$ cat config.mk
export PLATFORM = sky130hd
export DESIGN_NAME = mem_port_arbiter_flat
export DESIGN_NICKNAME = d
export VERILOG_FILES = /design/src/rtl/mem_port_arbiter_if.sv /design/src/rtl/mem_port_arbiter.sv /design/src/flat_wrapper.sv
export SDC_FILE = /design/constraint.sdc
export NUM_CORES = 1
export LEC_CHECK = 0
export CAP_MARGIN = 0
export CORE_UTILIZATION = 40
export CTS_CLUSTER_SIZE = 16
export DETAILED_ROUTE_END_ITERATION = 16
export GPL_TIMING_DRIVEN = 0
export HOLD_SLACK_MARGIN = 0.1
export PLACE_DENSITY = 0.8
export SLEW_MARGIN = 20
export SYNTH_ARGS = -nofsm -noshare
export SYNTH_HDL_FRONTEND = slang
export SYNTH_SLANG_ARGS = --single-unit
$ cat constraint.sdc
create_clock -name clk -period 2 [get_ports clk]
set_input_delay 0.4 -clock clk [delete_from_list [all_inputs] [get_ports clk]]
set_output_delay 0.4 -clock clk [all_outputs]
set_load 0.01 [all_outputs]
$ cat src/rtl/mem_port_arbiter_if.sv
// Shared memory port bundle between the IF/MEM requesters and the arbiter.
// Latency: none (wires only).
// Backpressure: requesters hold req and operands until grant; memory stalls via port_ready.
interface mem_port_arbiter_if #(
    parameter int ADDR_W = 32
) ();
    logic              if_req;
    logic [ADDR_W-1:0] if_addr;
    logic              mem_req;
    logic [ADDR_W-1:0] mem_addr;
    logic              mem_we;
    logic [ADDR_W-1:0] mem_wdata;
    logic              port_ready;
    logic [ADDR_W-1:0] port_rdata;
    logic              port_valid;
    logic              port_sel;
    logic [ADDR_W-1:0] port_addr;
    logic [ADDR_W-1:0] port_wdata;
    logic              port_we;
    logic              if_grant;
    logic              mem_grant;
    logic              if_done;
    logic              mem_done;
    logic [ADDR_W-1:0] rdata;

    // Arbiter side
    modport slave (
        input  if_req, if_addr, mem_req, mem_addr, mem_we, mem_wdata,
        input  port_ready, port_rdata,
        output port_valid, port_sel, port_addr, port_wdata, port_we,
        output if_grant, mem_grant, if_done, mem_done, rdata
    );

    // Requester / memory side
    modport master (
        output if_req, if_addr, mem_req, mem_addr, mem_we, mem_wdata,
        output port_ready, port_rdata,
        input  port_valid, port_sel, port_addr, port_wdata, port_we,
        input  if_grant, mem_grant, if_done, mem_done, rdata
    );
endinterface

$ cat src/rtl/mem_port_arbiter.sv
// Arbitrates one shared memory port between instruction fetch (IF) and data (MEM).
// Latency: grant one cycle after request sample, done one cycle after port_ready.
// Backpressure: access held with stable port_* until port_ready; losers keep requesting.
module mem_port_arbiter #(
    parameter int ADDR_W   = 32,
    parameter int MAX_WAIT = 3
) (
    input  logic               clk,
    input  logic               rst_n,
    mem_port_arbiter_if.slave  bus
);
    localparam logic [1:0] S_IDLE     = 2'd0;
    localparam logic [1:0] S_BUSY_IF  = 2'd1;
    localparam logic [1:0] S_BUSY_MEM = 2'd2;

    localparam logic [3:0] WAIT_LIMIT = 4'(MAX_WAIT);

    logic [1:0]        r_state;
    logic [3:0]        r_wait_cnt;
    logic              r_port_sel;
    logic [ADDR_W-1:0] r_port_addr;
    logic [ADDR_W-1:0] r_port_wdata;
    logic              r_port_we;
    logic              r_if_grant;
    logic              r_mem_grant;
    logic              r_if_done;
    logic              r_mem_done;
    logic [ADDR_W-1:0] r_rdata;

    logic              w_any_req;
    logic              w_if_wins;
    logic [3:0]        w_wait_after_mem;

    // Winner selection: MEM has priority unless IF has been starved MAX_WAIT times
    always_comb begin
        w_any_req        = bus.if_req | bus.mem_req;
        w_if_wins        = bus.if_req & (~bus.mem_req | (r_wait_cnt == WAIT_LIMIT));
        w_wait_after_mem = r_wait_cnt;
        if (bus.if_req && (r_wait_cnt < WAIT_LIMIT)) begin
            w_wait_after_mem = r_wait_cnt + 4'd1;
        end
    end

    // State machine, operand latching, grant/done pulses and read-data capture
    always_ff @(posedge clk or negedge rst_n) begin
        if (!rst_n) begin
            r_state      <= S_IDLE;
            r_wait_cnt   <= 4'd0;
            r_port_sel   <= 1'b0;
            r_port_addr  <= '0;
            r_port_wdata <= '0;
            r_port_we    <= 1'b0;
            r_if_grant   <= 1'b0;
            r_mem_grant  <= 1'b0;
            r_if_done    <= 1'b0;
            r_mem_done   <= 1'b0;
            r_rdata      <= '0;
        end else begin
            r_if_grant  <= 1'b0;
            r_mem_grant <= 1'b0;
            r_if_done   <= 1'b0;
            r_mem_done  <= 1'b0;
            case (r_state)
                S_IDLE: begin
                    // port_ready is deliberately ignored here; port_sel keeps its last value
                    if (w_any_req) begin
                        if (w_if_wins) begin
                            r_state      <= S_BUSY_IF;
                            r_port_sel   <= 1'b0;
                            r_port_addr  <= bus.if_addr;
                            // IF never writes, so its write data is forced to zero
                            r_port_wdata <= '0;
                            r_port_we    <= 1'b0;
                            r_if_grant   <= 1'b1;
                            r_wait_cnt   <= 4'd0;
                        end else begin
                            r_state      <= S_BUSY_MEM;
                            r_port_sel   <= 1'b1;
                            r_port_addr  <= bus.mem_addr;
                            r_port_wdata <= bus.mem_wdata;
                            r_port_we    <= bus.mem_we;
                            r_mem_grant  <= 1'b1;
                            r_wait_cnt   <= w_wait_after_mem;
                        end
                    end
                end
                S_BUSY_IF, S_BUSY_MEM: begin
                    if (bus.port_ready) begin
                        r_rdata    <= bus.port_rdata;
                        r_if_done  <= (r_state == S_BUSY_IF);
                        r_mem_done <= (r_state == S_BUSY_MEM);
                        r_state    <= S_IDLE;
                    end
                end
                default: begin
                    r_state <= S_IDLE;
                end
            endcase
        end
    end

    assign bus.port_valid = (r_state != S_IDLE);
    assign bus.port_sel   = r_port_sel;
    assign bus.port_addr  = r_port_addr;
    assign bus.port_wdata = r_port_wdata;
    assign bus.port_we    = r_port_we;
    assign bus.if_grant   = r_if_grant;
    assign bus.mem_grant  = r_mem_grant;
    assign bus.if_done    = r_if_done;
    assign bus.mem_done   = r_mem_done;
    assign bus.rdata      = r_rdata;

endmodule

$ cat src/flat_wrapper.sv
// flat-port wrapper written by rule: the top's interface ports become plain ports
module mem_port_arbiter_flat 
#(
    parameter int ADDR_W   = 32,
    parameter int MAX_WAIT = 3
)
  (clk, rst_n, bus_if_req, bus_if_addr, bus_mem_req, bus_mem_addr, bus_mem_we, bus_mem_wdata, bus_port_ready, bus_port_rdata, bus_port_valid, bus_port_sel, bus_port_addr, bus_port_wdata, bus_port_we, bus_if_grant, bus_mem_grant, bus_if_done, bus_mem_done, bus_rdata);
  mem_port_arbiter_if #(.ADDR_W(ADDR_W)) bus_i ();
  input  logic clk;
  input  logic rst_n;
  input wire logic [$bits(bus_i.if_req)-1:0] bus_if_req;
  input wire logic [$bits(bus_i.if_addr)-1:0] bus_if_addr;
  input wire logic [$bits(bus_i.mem_req)-1:0] bus_mem_req;
  input wire logic [$bits(bus_i.mem_addr)-1:0] bus_mem_addr;
  input wire logic [$bits(bus_i.mem_we)-1:0] bus_mem_we;
  input wire logic [$bits(bus_i.mem_wdata)-1:0] bus_mem_wdata;
  input wire logic [$bits(bus_i.port_ready)-1:0] bus_port_ready;
  input wire logic [$bits(bus_i.port_rdata)-1:0] bus_port_rdata;
  output wire logic [$bits(bus_i.port_valid)-1:0] bus_port_valid;
  output wire logic [$bits(bus_i.port_sel)-1:0] bus_port_sel;
  output wire logic [$bits(bus_i.port_addr)-1:0] bus_port_addr;
  output wire logic [$bits(bus_i.port_wdata)-1:0] bus_port_wdata;
  output wire logic [$bits(bus_i.port_we)-1:0] bus_port_we;
  output wire logic [$bits(bus_i.if_grant)-1:0] bus_if_grant;
  output wire logic [$bits(bus_i.mem_grant)-1:0] bus_mem_grant;
  output wire logic [$bits(bus_i.if_done)-1:0] bus_if_done;
  output wire logic [$bits(bus_i.mem_done)-1:0] bus_mem_done;
  output wire logic [$bits(bus_i.rdata)-1:0] bus_rdata;
  assign bus_i.if_req = bus_if_req;
  assign bus_i.if_addr = bus_if_addr;
  assign bus_i.mem_req = bus_mem_req;
  assign bus_i.mem_addr = bus_mem_addr;
  assign bus_i.mem_we = bus_mem_we;
  assign bus_i.mem_wdata = bus_mem_wdata;
  assign bus_i.port_ready = bus_port_ready;
  assign bus_i.port_rdata = bus_port_rdata;
  assign bus_port_valid = bus_i.port_valid;
  assign bus_port_sel = bus_i.port_sel;
  assign bus_port_addr = bus_i.port_addr;
  assign bus_port_wdata = bus_i.port_wdata;
  assign bus_port_we = bus_i.port_we;
  assign bus_if_grant = bus_i.if_grant;
  assign bus_mem_grant = bus_i.mem_grant;
  assign bus_if_done = bus_i.if_done;
  assign bus_mem_done = bus_i.mem_done;
  assign bus_rdata = bus_i.rdata;
  mem_port_arbiter #(.ADDR_W(ADDR_W), .MAX_WAIT(MAX_WAIT)) u_core (.clk(clk), .rst_n(rst_n), .bus(bus_i));
endmodule
# Word level (Yosys, flattened, before mapping)
# Index checks and enable logic that the tools add are counted.
[word_totals]
mem_count = 0
word_cells = 50
register_bits = 108
latchBits = 0
in_bits = 134
output_inout_bits = 103
ramBits = 0
rom_bits = 0
[op_classes]
bitwise_logic = 4
n_eq_ne = 5
n_mul = 0
shift = 0
n_addsub = 1
n_reduce_logical = 9
magnitude_cmp = 1
muxes = 19
div = 0
[ops]
columns = ["operator", "n"]
rows = [
  ["$mux 32", 2],
  ["$mux 1", 11],
  ["$mux 4", 2],
  ["$mux 2", 3],
  ["$reduce_and 2->1", 3],
  ["$add 4x1->4 const B", 1],
  ["$eq 4x2->1 const B", 1],
  ["$lt 4x2->1 const B", 1],
  ["$pmux 2 s2", 1],
  ["$reduce_bool 2->1", 2],
  ["$reduce_and 3->1", 1],
  ["$eq 2x1->1 const B", 1],
  ["$eq 2x2->1 const B", 1],
  ["$logic_not 2->1", 1],
  ["$ne 2x1->1 const B", 1],
  ["$ne 2x2->1 const B", 1],
  ["$or 1x1->1", 2],
  ["$reduce_or 2->1", 1],
  ["$and 1x1->1", 1],
  ["$logic_and 1x1->1", 1],
  ["$not 1->1", 1],
]

# Logic depth before layout (Yosys ltp)
# Gate-level depths: netlist of run 1.
[logic_depth]
depth_word = 6
ltp_mapped = 7
ltp_nobuf = 5

# Worst setup path before layout of run 1
# No wires, ideal clock.
[synth_path]
path_type = "reg-to-reg"
start = "reg u_core.r_state[0]"
end = "reg u_core.r_port_addr[31], in the netlist u_core.bus.port_addr[31]"
stages_incl_launch_ff = 7
path_buffers = 2
setup_time_ps = 80
arrival_time_ps = 1436
required_time_ps = 1920
setup_slack_ps = 484
synth_period_minus_slack_ps = 1516
cell_sequence = "dfrtp_1 -> inv_1 -> ha_1 -> buf_1 -> clkbuf_1 -> nand4_1 -> o211ai_2"
[synth_via]
elab_chain_cells = 2
[synth_lines]
columns = ["element", "line_no", "text"]
rows = [
  ["from (decl)", "mem_port_arbiter.sv:18", "logic [1:0] r_state;"],
  ["from (signal assigned)", "mem_port_arbiter.sv:47", "r_state <= S_IDLE;"],
  ["from (signal assigned)", "mem_port_arbiter.sv:68", "r_state <= S_BUSY_IF;"],
  ["from (signal assigned)", "mem_port_arbiter.sv:77", "r_state <= S_BUSY_MEM;"],
  ["$logic_not 2->1", "mem_port_arbiter.sv:63", "case (r_state)"],
  ["$reduce_and 2->1 (no source line)", "-", ""],
  ["to (signal assigned)", "mem_port_arbiter.sv:70", "r_port_addr <= bus.if_addr;"],
  ["to (signal assigned)", "mem_port_arbiter.sv:79", "r_port_addr <= bus.mem_addr;"],
  ["to (decl)", "mem_port_arbiter.sv:21", "logic [ADDR_W-1:0] r_port_addr;"],
]
# No other way between the ends.
# A chain may end at the register's enable or synchronous reset.

# Final worst setup path of run 1
[layout_path]
start = "reg u_core.r_state[0]"
end = "out bus_port_valid"
[layout_via]
elab_chain_cells = 1
[layout_lines]
columns = ["element", "line_no", "text"]
rows = [
  ["$reduce_bool 2->1", "mem_port_arbiter.sv:102", "assign bus.port_valid = (r_state != S_IDLE);"],
  ["to (decl)", "flat_wrapper.sv:19", "output wire logic [$bits(bus_i.port_valid)-1:0] bus_port_valid;"],
]
# No other way between the ends.

==> impl_metrics.toml, run 1 <==
[run_status]
status = "completed"

[power_and_ir_drop]
pwr-share-clk = 0.178
pwr-share-comb = 0.501
p_int_w = 0.007525
p_per_area_nw_per_um2 = 1501
p_switching_w = 0.004021
peakVddDrop_uv = 822.1
seqPwrFrac = 0.321
p_leak_nw = 3.308
switching_share = 0.3482

[floorplanning]
die_x_um = 110.9
rows = 39
core_area_um2 = 11470
fp.dieArea_um2 = 12300
initial_core_util = 0.4139
die_y_um = 110.9
io_pins = 237

[min_path]
min-delay-start = "u_core.bus.port_wdata[26]$_DFFE_PN0P_"
hold_class = "flip-flop to flip-flop"

[final_layout]
finish.instance_area_um2 = 7694
nNetsFinal = 827
syn_to_final_growth_pct = 62.11
layout-drive-gt1-share = 0.1571
final_util = 0.6709
fill_cells = 901
diodes = 0

[grt]
overflow = 0
grt_pass1_vias = 4355
antenna_found_initial = 0
grt_pass1_wl_um = 22210
grt_max_degree = 64
grt_usage = 0.2276

[clock_tree]
cts_root_buf = "clkbuf_16"
cts_num_sinks = 108
cts_tree = "done"
clock_latency_ns = 0.34
h-tree-depth = 3
path_clk_slew_ns = 0.07
clockBufferDepth = 2
cts_buffers = 9

[sta]
rsz0062_at_grt = "no"
slew_headroom = 0.6439
hold_slack_ns = 0.4837
setup_viol = 0
setup_tns_ns = 0
fin_crit_sh = 0.9513
hold_violations = 0
finalCriticalPeriod_ns = 1.903
worst_slew_pin_slew_ns = 0.5342
finalClockSkew_ns = 0.01036
slew_viol_final = 0
fmax_ghz = 0.5256

[drt]
vias = 4262
routed_wl_um = 13670
first_pass_iters = 4
drt_iter0_markers = 273
routedWlPerCell_um = 16.33
drcViolationCount = 0
vias_per_cell = 5.092
final_antenna_net_count = 0

[critical_path]
crit_type = "flip-flop to output port"
reg2reg_from = "u_core.r_state[0]$_DFFE_PN0P_"
critPathArrivalTime_ns = 1.50
end_kind = "output port"
crit_fanout = 10
critPathLaunchType = "flip-flop"
cp-startpoint = "u_core.r_state[0]$_DFFE_PN0P_"
required_ns = 1.60

[logic_synthesis]
syn_area_um2 = 4746
synth-seq-area-share = 0.5695
synth_seq_cells = 108
syn_nets = 578
ys_types = 29
synthCells = 440
synth.avg_cell_area_um2 = 10.79
yosysWarnings = 0

[place]
dp_hpwl_um = 10340
gp_congestion = 0.7844
placed_area_um2 = 7316
port_buffers = 236

[flow_run]
drv_cap = 0
-- layer usage --
| metal | vias up | GRT usage | share of wire | wire length, µm |
|---|---|---|---|---|
| met2 | 171 | 0.3872 | 0.50 | 6812 |
| met4 | 0 | 0.08889 | 0.027 | 369 |
| li1 | 2008 | - | - | - |
| met1 | 2057 | 0.2832 | 0.41 | 5672 |
| met5 | - | 0 | 0 | 0 |
| met3 | 26 | 0.04757 | 0.059 | 813 |
-- per-stage QoR --
stage	worst slack (ns)	std cells	total power [W]
6_report	0.09731	837	0.01155
5_1_grt	0.02043	837	0.01226
4_1_cts	0.03386	837	0.01166
3_5_place_dp	-0.2115	820	0.009522
3_3_place_gp	-3.487	819	0.009304
2_1_floorplan	0.4839	440	0.006512
-- state kept, by name, indices dropped and copies added (netlist names) --
name / count
u_core.bus.port_sel: 1
u_core.bus.port_we: 1
u_core.r_wait_cnt: 4
u_core.bus.port_wdata: 32
u_core.bus.mem_grant: 1
u_core.bus.mem_done: 1
u_core.bus.port_addr: 32
u_core.bus.rdata: 32
u_core.bus.if_done: 1
u_core.bus.if_grant: 1
u_core.r_state: 2
-- cell usage after synthesis --
master     instances  area [µm²]
nor3b_1            1       7.510
a21oi_1            2       10.01
and2_1             1       6.260
nand3_1            2       10.01
nor2b_1            1       6.260
nand4bb_1          1       11.26
nand2_1          135       506.7
buf_6              4       45.04
and3b_1            1       8.760
nor2_1             2       7.510
or2b_1             1       7.510
buf_2             13       65.06
nand4_1           32       200.2
o21a_1             3       22.52
clkbuf_1          13       48.80
o211ai_2          29       362.9
mux2_2            34       382.9
ha_1               4       50.05
buf_4              1       7.510
and3_1             1       6.260
inv_1              5       18.77
o211ai_1           3       22.52
dfrtp_1          108        2703
and2_4             1       8.760
o32ai_2            1       16.27
o22ai_1            1       6.260
buf_1              2       7.510
clkbuf_2           3       15.01
o21ai_0           35       175.2
-- area by class of cell --
type / instances / area, µm² / share of cell area
multi-input cells: 291 / 1848 / 0.2402
clock buffers: 9 / 225.2 / 0.02927
plain buffers: 36 / 197.7 / 0.02570
inverters: 5 / 18.77 / 0.002439
repair buffers: 238 / 2401 / 0.3121
well taps: 143 / 178.9 / 0.02326
flip-flops and latches: 108 / 2703 / 0.3513
clock inverters: 7 / 121.4 / 0.01577
-- power groups by stage --
stage / clock (W) / combinational (W) / sequential [W]
finish: 0.00205 / 0.00579 / 0.00371
floorplan: 0 / 0.00234 / 0.00417
detailed placement: 0 / 0.00578 / 0.00374
global route: 0.00219 / 0.00624 / 0.00382
CTS: 0.00210 / 0.00585 / 0.00371
global placement: 0 / 0.00560 / 0.00370
-- path summary, 6_finish.rpt --
path	endpoint	slack, ns	depth (start not counted)
setup / recovery	bus_port_valid	0.1	5
hold / removal	u_core.bus.port_wdata[26]$_DFFE_PN0P_	0.48	2
setup reg to reg	u_core.bus.port_addr[20]$_DFFE_PN0P_	0.25	7
hold reg to reg	u_core.bus.port_wdata[26]$_DFFE_PN0P_	0.48	2
max in group asynchronous	u_core.bus.port_addr[24]$_DFFE_PN0P_	0.78	3
min in group asynchronous	u_core.bus.port_wdata[13]$_DFFE_PN0P_	0.55	2
-- cell usage in the layout (no fill, tap or decap), drive strengths merged --
master / netlist / routed
nand4: 32 / 32
inv: 5 / 7
bufinv: 0 / 3
nor2: 2 / 2
o21a: 3 / 3
ha: 4 / 4
and2: 2 / 2
o32ai: 1 / 1
clkdlybuf4s50: 0 / 234
and3b: 1 / 1
a21oi: 2 / 2
dlygate4sd3: 0 / 1
nand4bb: 1 / 1
nor2b: 1 / 1
o22ai: 1 / 1
clkbuf: 16 / 26
and3: 1 / 1
clkdlybuf4s15: 0 / 1
buf: 20 / 21
nor3b: 1 / 1
nand3: 2 / 2
o211ai: 32 / 32
o21ai: 35 / 35
or2b: 1 / 1
dfrtp: 108 / 108
clkinv: 0 / 2
nand2: 135 / 135
mux2: 34 / 34
-- worst max-delay path, stage by stage (launching register included) --
cell	delay (ns)
dfrtp_1	0.39
inv_2	0.11
ha_4	0.17
buf_6	0.15
inv_1	0.08
clkdlybuf4s15_1	0.26
-- cells by family (layout without fill, tap and decap cells) --
kind of cell,Yosys count,in the layout,synth area share
AO/OA/AOI/OAI,74,74,0.1297
multiplexers,34,34,0.08068
buffers and inverters,41,295,0.04376
adder cells (fa/ha/maj),4,4,0.01055
AND/OR/NAND/NOR,179,179,0.1658
flip-flops,108,108,0.5695
-- repair_timing --
action                     CTS  global route
hold endpoints to repair    45             0
cloned                       0             0
setup endpoints to repair    1             2
hold buffers                 1             0
setup buffers                0             0
pin swaps                    0             0
gates resized for setup      7             3
(Power assumes the default switching activity.)
==> run 2, diff against run 1 <==
RECOVER_POWER = 50   (was default)
==> impl_metrics.toml, run 2 (synthesized netlist as in run 1, its figures left out) <==
[run_status]
status = "completed"

[min_path]
hold_class = "flip-flop to flip-flop"
min-delay-start = "u_core.bus.port_wdata[15]$_DFFE_PN0P_"
holdPathEnd = "u_core.bus.port_wdata[15]$_DFFE_PN0P_"
worstHoldPathCells = 2

[power_and_ir_drop]
peakVddDrop_uv = 785.0
finalPower_w = 0.01138
p_leak_nw = 3.350
p_per_area_nw_per_um2 = 1480

[final_layout]
diodes = 0
nNetsFinal = 827
ff_latch_area_um2 = 2703
finish.instance_area_um2 = 7687
final_util = 0.6704
fill_cells = 900
multi_input_area_um2 = 1848
syn_to_final_growth_pct = 61.98
mostFrequentLayoutCells = "clkdlybuf4s50_1 (193), nand2_1 (135), dfrtp_1 (108)"
layout-drive-gt1-share = 0.1571
layout_commonest_cell = "clkdlybuf4s50_1"

[clock_tree]
cts_root_buf = "clkbuf_16"
clock_latency_ns = 0.34
cts_num_sinks = 108
cts_tree = "done"
cts_buffers = 9
clockBufferDepth = 2
h-tree-depth = 3
path_clk_slew_ns = 0.07

[drt]
vias = 4262
drcViolationCount = 0
routedWlPerCell_um = 16.30
vias_per_cell = 5.092
first_pass_iters = 4
drt_iter0_markers = 268
final_antenna_net_count = 0
routed_wl_um = 13650

[grt]
grt_usage = 0.2276
grt_pass1_vias = 4355
overflow = 0
antenna_found_initial = 0
grt_pass1_wl_um = 22210
grt_max_degree = 64

[place]
placed_area_um2 = 7316
dp_hpwl_um = 10340
gp_congestion = 0.7844
port_buffers = 236
dp_slack_ns = -0.2115

[critical_path]
critPathLaunchType = "flip-flop"
crit_type = "flip-flop to output port"
required_ns = 1.60
slowest_delay_ns = 0.39
r2r_cells = 7
crit_fanout = 10
r2r-end = "u_core.bus.port_addr[20]$_DFFE_PN0P_"
path_cells = "inv_2 -> ha_4 -> buf_6 -> inv_1 -> clkdlybuf4s15_1"
reg2reg_from = "u_core.r_state[0]$_DFFE_PN0P_"
critPathArrivalTime_ns = 1.50
cp_slowest_cell = "dfrtp_1"
end_kind = "output port"
reg2reg_slack_ns = 0.25

[floorplanning]
io_pins = 237
initial_core_util = 0.4139
rows = 39
die_y_um = 110.9
core_area_um2 = 11470
die_x_um = 110.9
fp.dieArea_um2 = 12300

[sta]
fmax_ghz = 0.5256
fin_crit_sh = 0.9513
hold_violations = 0
finalClockSkew_ns = 0.01036
worst_slew_pin_slew_ns = 1.222
rsz0062_at_grt = "no"
setup_viol = 0
setup_slack_ns = 0.09743
hold_slack_ns = 0.4816
finalCriticalPeriod_ns = 1.903
slew_viol_final = 0
slew_headroom = 0.1851

[flow_run]
drv_cap = 0
-- run 2: cell count changes in the layout (fill, tap and decap cells not counted) --
cell	before	now
clkdlybuf4s50_1	234	193
dlygate4sd3_1	1	42
buf_6	6	5
clkbuf_2	4	5
-- run 2: report_power, final --
group	leakage (nW)	internal (W)	switching, W
Combinational	1.84	0.00295	0.00269
Clock	0.170	0.00123	0.000816
Sequential	1.34	0.00320	0.000492
-- run 2: stage by stage --
step,std cells,setup TNS [ns]
global placement,819,-379.14
finish,837,0
detailed placement,820,-7.550
CTS,837,0
global route,837,0
floorplan,440,0
-- run 2: layer usage --
| metal | global-route usage | routed length [µm] | part of all wire | vias up |
|---|---|---|---|---|
| met5 | 0 | 0 | 0 | - |
| met4 | 0.08889 | 369 | 0.027 | 0 |
| met3 | 0.04757 | 820 | 0.060 | 26 |
| met2 | 0.3872 | 6799 | 0.50 | 172 |
| met1 | 0.2832 | 5658 | 0.41 | 2056 |
| li1 | - | - | - | 2008 |
-- run 2: cell type report --
type / count / area share
Buffer: 36 / 0.02572
Clock buffer: 9 / 0.02930
Clock inverter: 7 / 0.01579
Inverter: 5 / 0.002441
Multi-Input combinational cell: 291 / 0.2404
Sequential cell: 108 / 0.3516
Tap cell: 143 / 0.02327
Timing Repair Buffer: 238 / 0.3115
-- run 2: worst max-delay path: cells and delay by family (launching register included) --
family | cells | cell delay (ns)
adder cells (fa/ha/maj) | 1 | 0.17
buffers and inverters | 4 | 0.60
flip-flops | 1 | 0.39
-- run 2: how the worst max path moves through the flow --
stage,start,endpoint,slack [ns],cells past startpoint
final,u_core.r_state[0]$_DFFE_PN0P_,bus_port_valid,0.1,5
after global routing,rst_n,u_core.bus.port_addr[24]$_DFFE_PN0P_,0.02,3
after CTS,u_core.r_state[1]$_DFFE_PN0P_,bus_port_valid,0.03,5
after detailed placement,u_core.r_state[0]$_DFFE_PN0P_,bus_port_valid,-0.21,5
after global placement,rst_n,u_core.bus.rdata[2]$_DFFE_PN0P_,-3.49,1
after floorplan,u_core.r_state[0]$_DFFE_PN0P_,u_core.bus.port_addr[31]$_DFFE_PN0P_,0.48,6
-- run 2: what timing repair did --
action | in CTS | in global routing
buffers inserted | 0 | 0
resized for setup | 7 | 3
setup endpoints to repair | 1 | 2
hold buffers | 1 | 0
hold endpoints to repair | 45 | 0
==> patch 1: new RTL, flow settings as in run 2 <==
`ADDR_W` is set to 32 in 3 places; all go to 64.
--- a/src/rtl/mem_port_arbiter_if.sv
+++ b/src/rtl/mem_port_arbiter_if.sv
@@ -3,5 +3,5 @@
 // Backpressure: requesters hold req and operands until grant; memory stalls via port_ready.
 interface mem_port_arbiter_if #(
-    parameter int ADDR_W = 32
+    parameter int ADDR_W = 64
 ) ();
     logic              if_req;
--- a/src/rtl/mem_port_arbiter.sv
+++ b/src/rtl/mem_port_arbiter.sv
@@ -3,5 +3,5 @@
 // Backpressure: access held with stable port_* until port_ready; losers keep requesting.
 module mem_port_arbiter #(
-    parameter int ADDR_W   = 32,
+    parameter int ADDR_W   = 64,
     parameter int MAX_WAIT = 3
 ) (
--- a/src/flat_wrapper.sv
+++ b/src/flat_wrapper.sv
@@ -2,5 +2,5 @@
 module mem_port_arbiter_flat 
 #(
-    parameter int ADDR_W   = 32,
+    parameter int ADDR_W   = 64,
     parameter int MAX_WAIT = 3
 )
Ports: changed (7 resized); port bits go from 237 to 461. No check against the original RTL was run, so the function may have changed too.
==> patch 1 against run 2 <==
- synthesized cell count rose by 88%
- total power rose by 97%
- worst setup slack got worse by 0.032 ns
- sequential cell count rose by 96
- maximum frequency fell by 1.6%
- synthesized area rose by 82%
- routed wire length rose by 130%
- final area rose by 89%
- critical path type unchanged
- largest power group unchanged
==> patch 1: results (changes against run 2) <==
| Metric | Value |
|---|---|
| Largest net degree at the start of global routing | 88 (+38%) |
| Synth top cells by count | nand2_1 (263), dfrtp_1 (204), mux2_2 (66), o21ai_0 (66), nand4_1 (64) |
| Vias in the first global route | 8,540 (+96%) |
| FF-to-FF setup slack | 0.12 ns (-0.13 ns) |
| Count of input and output buffers | 460 (+95%) |
| WL final | 31,900 um (+130%) |
| Final hold slack | 0.384 ns (-0.0976 ns) |
| Iter 0 DRT Violations | 435 (+62%) |
| Seq/Total Area, Yosys | 0.590 (+0.0210) |
| TritonRoute pass-1 iters | 5 (+1) |
| Clk Latency, worst-skew pair | 0.50 ns (+0.16 ns) |
| Leakage power | 6.21 nW (+85%) |
| Mean post-synth cell area | 10.5 um^2 (-3.1%) |
| Filler cells | 1,610 (+79%) |
| Mapped Nets | 1,093 (+89%) |
| Final HPWL DP | 24,300 um (+130%) |
| Yosys cell types | 28 (-3.4%) |
| First-pass GRT wire length | 47,500 um (+110%) |
| Setup crit start | u_core.r_state[1]$_DFFE_PN0P_ |
| Clk buf depth | 3 (+1) |
| Slowest Stage Delay on Critical Path | 0.39 ns (about the same) |
| Reg2Reg Depth | 6 (-1) |
| Via count | 8,379 (+97%) |
| R2r startpoint | u_core.r_wait_cnt[0]$_DFFE_PN0P_ |
| CTS clk-pin slew, worst paths | 0.06 ns |
| Max_slew headroom | 0.368 (+0.182) |
| Share of layout cells above drive strength 1 | 0.134 (-0.0227) |
| Worst IR Drop VDD | 0.000760 V (-3.1%) |
| Worst Hold Class | in2async |
| Tot GR Track Use | 0.281 (+0.0534) |
| Crit Reg-Reg Endpoint | u_core.bus.port_addr[36]$_DFFE_PN0P_ |
| Via/cell ratio | 5.18 (+1.8%) |
| Htree depth | 1 (-2) |
| Antenna violations before repair | 3 (+3) |
| Status | complete, no violations |
| Routability cong. | 0.849 (+8.2%) |
| Clock skew | 0.00929 ns (-0.00107 ns) |
| CTS buffer count | 23 (+14) |
| Area contributors post-synth | dfrtp_1 (59%), nand2_1 (11%), mux2_2 (8.6%) |
| Cells after DPL | 1,564 (+91%) |
| Worst Path Arrival | 1.53 ns (+0.03 ns) |
| CP top delay family | buffers and inverters |
| Worst-path maximum fanout | 5 (-5) |
| Worst setup path endpoint | bus_port_valid |
==> patch 1: cells by family (layout without fill, tap and decap cells) <==
| family | Yosys count | count (layout) | synth area share |
|---|---|---|---|
| multiplexers | 66 | 66 | 0.0860 |
| buffers and inverters | 76 | 589 | 0.0428 |
| AO/OA/AOI/OAI | 138 | 138 | 0.106 |
| AND/OR/NAND/NOR | 339 | 339 | 0.169 |
| other | 0 | 2 | 0 |
| flip-flops | 204 | 204 | 0.590 |
| adder cells (fa/ha/maj) | 4 | 4 | 0.00579 |
==> patch 1: power by group <==
| group | total [W] | switching [W] | internal [W] |
|---|---|---|---|
| logic | 0.0111 | 0.00542 | 0.00568 |
| registers | 0.00705 | 0.000969 | 0.00609 |
| clock network | 0.00430 | 0.00171 | 0.00259 |
==> patch 1: timing repair <==
item,4_1_cts,5_1_grt
endpoints found under the hold margin,51,0
gates resized for setup,16,20
setup buffers,3,6
endpoints found under the setup margin,38,162
hold buffers,1,0
==> patch 1: stage by stage <==
stage	setup WS, ns	total power (W)	cell area (um^2)
global placement	-8.24	0.0179	13600
global route	0.00254	0.0237	14500
finish	0.0656	0.0225	14500
detailed placement	-0.390	0.0182	13700
floorplan	0.396	0.0120	8650
CTS	0.00274	0.0228	14500
==> patch 1: cell type report <==
class,instances,area share
clock inverters,10,0.00914
repair buffers,472,0.324
diodes,2,0.000345
flip-flops and latches,204,0.352
inverters,5,0.00147
multi-input cells,547,0.219
plain buffers,71,0.0274
well taps,275,0.0237
clock buffers,31,0.0431
==> patch 1: metal layers <==
metal	global-route usage	vias up	routed length, um
met5	0	-	15
met1	0.309	4021	11300
met4	0.149	2	1680
li1	-	3868	-
met3	0.0807	95	2810
met2	0.489	393	16200
==> patch 2: new RTL, config.mk and constraints of run 2 <==
Made on the original files. One comparison of `r_wait_cnt` changes from == to >=.
--- a/src/rtl/mem_port_arbiter.sv
+++ b/src/rtl/mem_port_arbiter.sv
@@ -35,5 +35,5 @@
     always_comb begin
         w_any_req        = bus.if_req | bus.mem_req;
-        w_if_wins        = bus.if_req & (~bus.mem_req | (r_wait_cnt == WAIT_LIMIT));
+        w_if_wins        = bus.if_req & (~bus.mem_req | (r_wait_cnt >= WAIT_LIMIT));
         w_wait_after_mem = r_wait_cnt;
         if (bus.if_req && (r_wait_cnt < WAIT_LIMIT)) begin
Formal check against the unedited RTL: no difference found for any inputs over 4 cycles, from zero or initial values and one cycle with rst_n low; that may be too few to reach the edited logic, so the function may still have changed.
==> patch 2 against run 2 <==
- routed wire length is 3.5% higher
- first-iteration DRC count is 12% lower
- worst setup slack better by 0.025 ns
- total power is 3.2% lower
- maximum frequency is 1.4% higher
- synthesized cell count is 0.23% lower
- die area is 3.7% lower
- synthesized area is 3.7% lower
- count of clock-buffer cells in the layout is 2 higher
- cell count stayed put
- sequential cell count stayed put
- largest power group unchanged
- clock power is 12% lower
- non-clock buffer count is 4 higher
- final area is 2.1% lower
==> patch 2: results (changes against run 2) <==
| Metric | Value |
|---|---|
| Metal3 WL | 1340 um (+64%) |
| Tot GR Track Use | 0.246 (+0.0188) |
| Synth top cells by count | nand2_1 (136), dfrtp_1 (108), o21ai_0 (33) |
| CTS buffer count | 9 (unchanged) |
| First-pass GRT wire length | 22,100 um (-0.47%) |
| N_diodes | 0 (unchanged) |
| Status | complete, no violations |
| Filler cells | 844 (-6.2%) |
| Final setup viols | 0 (unchanged) |
| Leakage power | 3.23 nW (-3.7%) |
| Metal2 WL | 7140 um (+5.0%) |
| Worst-path maximum fanout | 10 (unchanged) |
| Largest net degree at the start of global routing | 75 (+17%) |
| Antenna violations before repair | 0 (unchanged) |
| Seq/Total Area, Yosys | 0.591 (+0.0220) |
| Yosys cell types | 28 (-3.4%) |
| Area contributors post-synth | dfrtp_1 (59%), nand2_1 (11%), mux2_2 (7.9%) |
| Htree depth | 3 (unchanged) |
| Clk buf depth | 2 (unchanged) |
| Final hold slack | 0.478 ns (-0.00319 ns) |
| Hold Path End | u_core.bus.port_wdata[17]$_DFFE_PN0P_ |
| Drt wl/cell | 16.9 um (+3.5%) |
| Top routing layer in use | met4 |
| Vias in the first global route | 4,399 (+1.0%) |
| Synth Flop Type | dfrtp_1 |
| Number of remaining DRC errors | 0 (unchanged) |
| Crit Reg-Reg Endpoint | u_core.bus.port_wdata[14]$_DFFE_PN0P_ |
| Share of layout cells above drive strength 1 | 0.118 (-0.0394) |
| Final HPWL DP | 10,700 um (+3.6%) |
| Reg2Reg Depth | 6 (-1) |
| Mapped Nets | 577 (-0.17%) |
| Yosys warns | 0 (unchanged) |
| Routability cong. | 0.776 (-1.0%) |
| FF-to-FF setup slack | 0.14 ns (-0.11 ns) |
| Hold path start | u_core.bus.port_wdata[17]$_DFFE_PN0P_ |
| Async SR Flop Fraction | 1.00 (unchanged) |
| M1 WL | 5310 um (-6.2%) |
| Setup crit start | u_core.r_state[0]$_DFFE_PN0P_ |
| Count of input and output buffers | 236 (unchanged) |
| Final #Nets | 830 (+0.36%) |
| Clock skew | 0.00750 ns (-0.00286 ns) |
| Worst Path Arrival | 1.48 ns (-0.02 ns) |
| Worst slew pin tran | 0.948 ns (-0.275 ns) |
| R2r startpoint | u_core.r_wait_cnt[0]$_DFFE_PN0P_ |
| Iter 0 DRT Violations | 237 (-12%) |
| Worst IR Drop VDD | 0.000814 V (+3.7%) |
| Via/cell ratio | 5.12 (+0.49%) |
| Clk Latency, worst-skew pair | 0.34 ns (about the same) |
| Worst Hold Class | reg2reg |
| CTS clk-pin slew, worst paths | 0.07 ns (about the same) |
-- patch 2: layer usage --
metal | track usage | up-vias
met5 | 0 | -
met3 | 0.0741 | 26
met4 | 0.0936 | 0
li1 | - | 2022
met1 | 0.275 | 2033
met2 | 0.439 | 202
-- patch 2: worst max-delay path: stages (launching register included) --
cell and delay, ns:
dfrtp_1 0.38, inv_1 0.09, ha_4 0.18, clkbuf_16 0.15
clkbuf_16 0.16, inv_1 0.05, clkbuf_2 0.12
-- patch 2: kinds of logic (layout without fill, tap and decap cells) --
logic type                 after synthesis  in the layout  synth area share
AOI/OAI and AO/OA                       74             74             0.101
buffers and inverters                   41            299            0.0430
DFF                                    108            108             0.591
muxes                                   32             32            0.0789
adders and majority gates                4              4            0.0110
and+or+nand+nor                        180            180             0.174
-- patch 2: metrics by stage --
stage	instance area (um^2)	setup slack (ns)	util	std cells
finish	7530	0.123	0.686	837
global route	7530	0.0204	0.686	837
CTS	7520	0.00821	0.685	836
detailed placement	7140	-0.476	0.650	816
global placement	7110	-3.50	0.647	815
floorplan	4570	0.290	-	439
-- patch 2: cell type report --
type	instances	share of cell area
Clock buffer	11	0.0322
Multi-Input combinational cell	290	0.223
Buffer	36	0.0302
Timing Repair Buffer	242	0.321
Sequential cell	108	0.359
Inverter	5	0.00249
Tap cell	140	0.0233
Clock inverter	5	0.00798
-- patch 2: repair_timing --
item | 4_1_cts | 5_1_grt
setup buffers | 3 | 1
endpoints found under the setup margin | 1 | 28
hold buffers | 1 | 0
hold endpoints to repair | 34 | 0
pin swaps | 0 | 2
resized for setup | 13 | 13
-- patch 2: power by group --
group	internal (W)	leakage [nW]	switching, W
combinational	0.00293	1.75	0.00257
sequential	0.00321	1.33	0.000514
clock	0.00101	0.146	0.000786
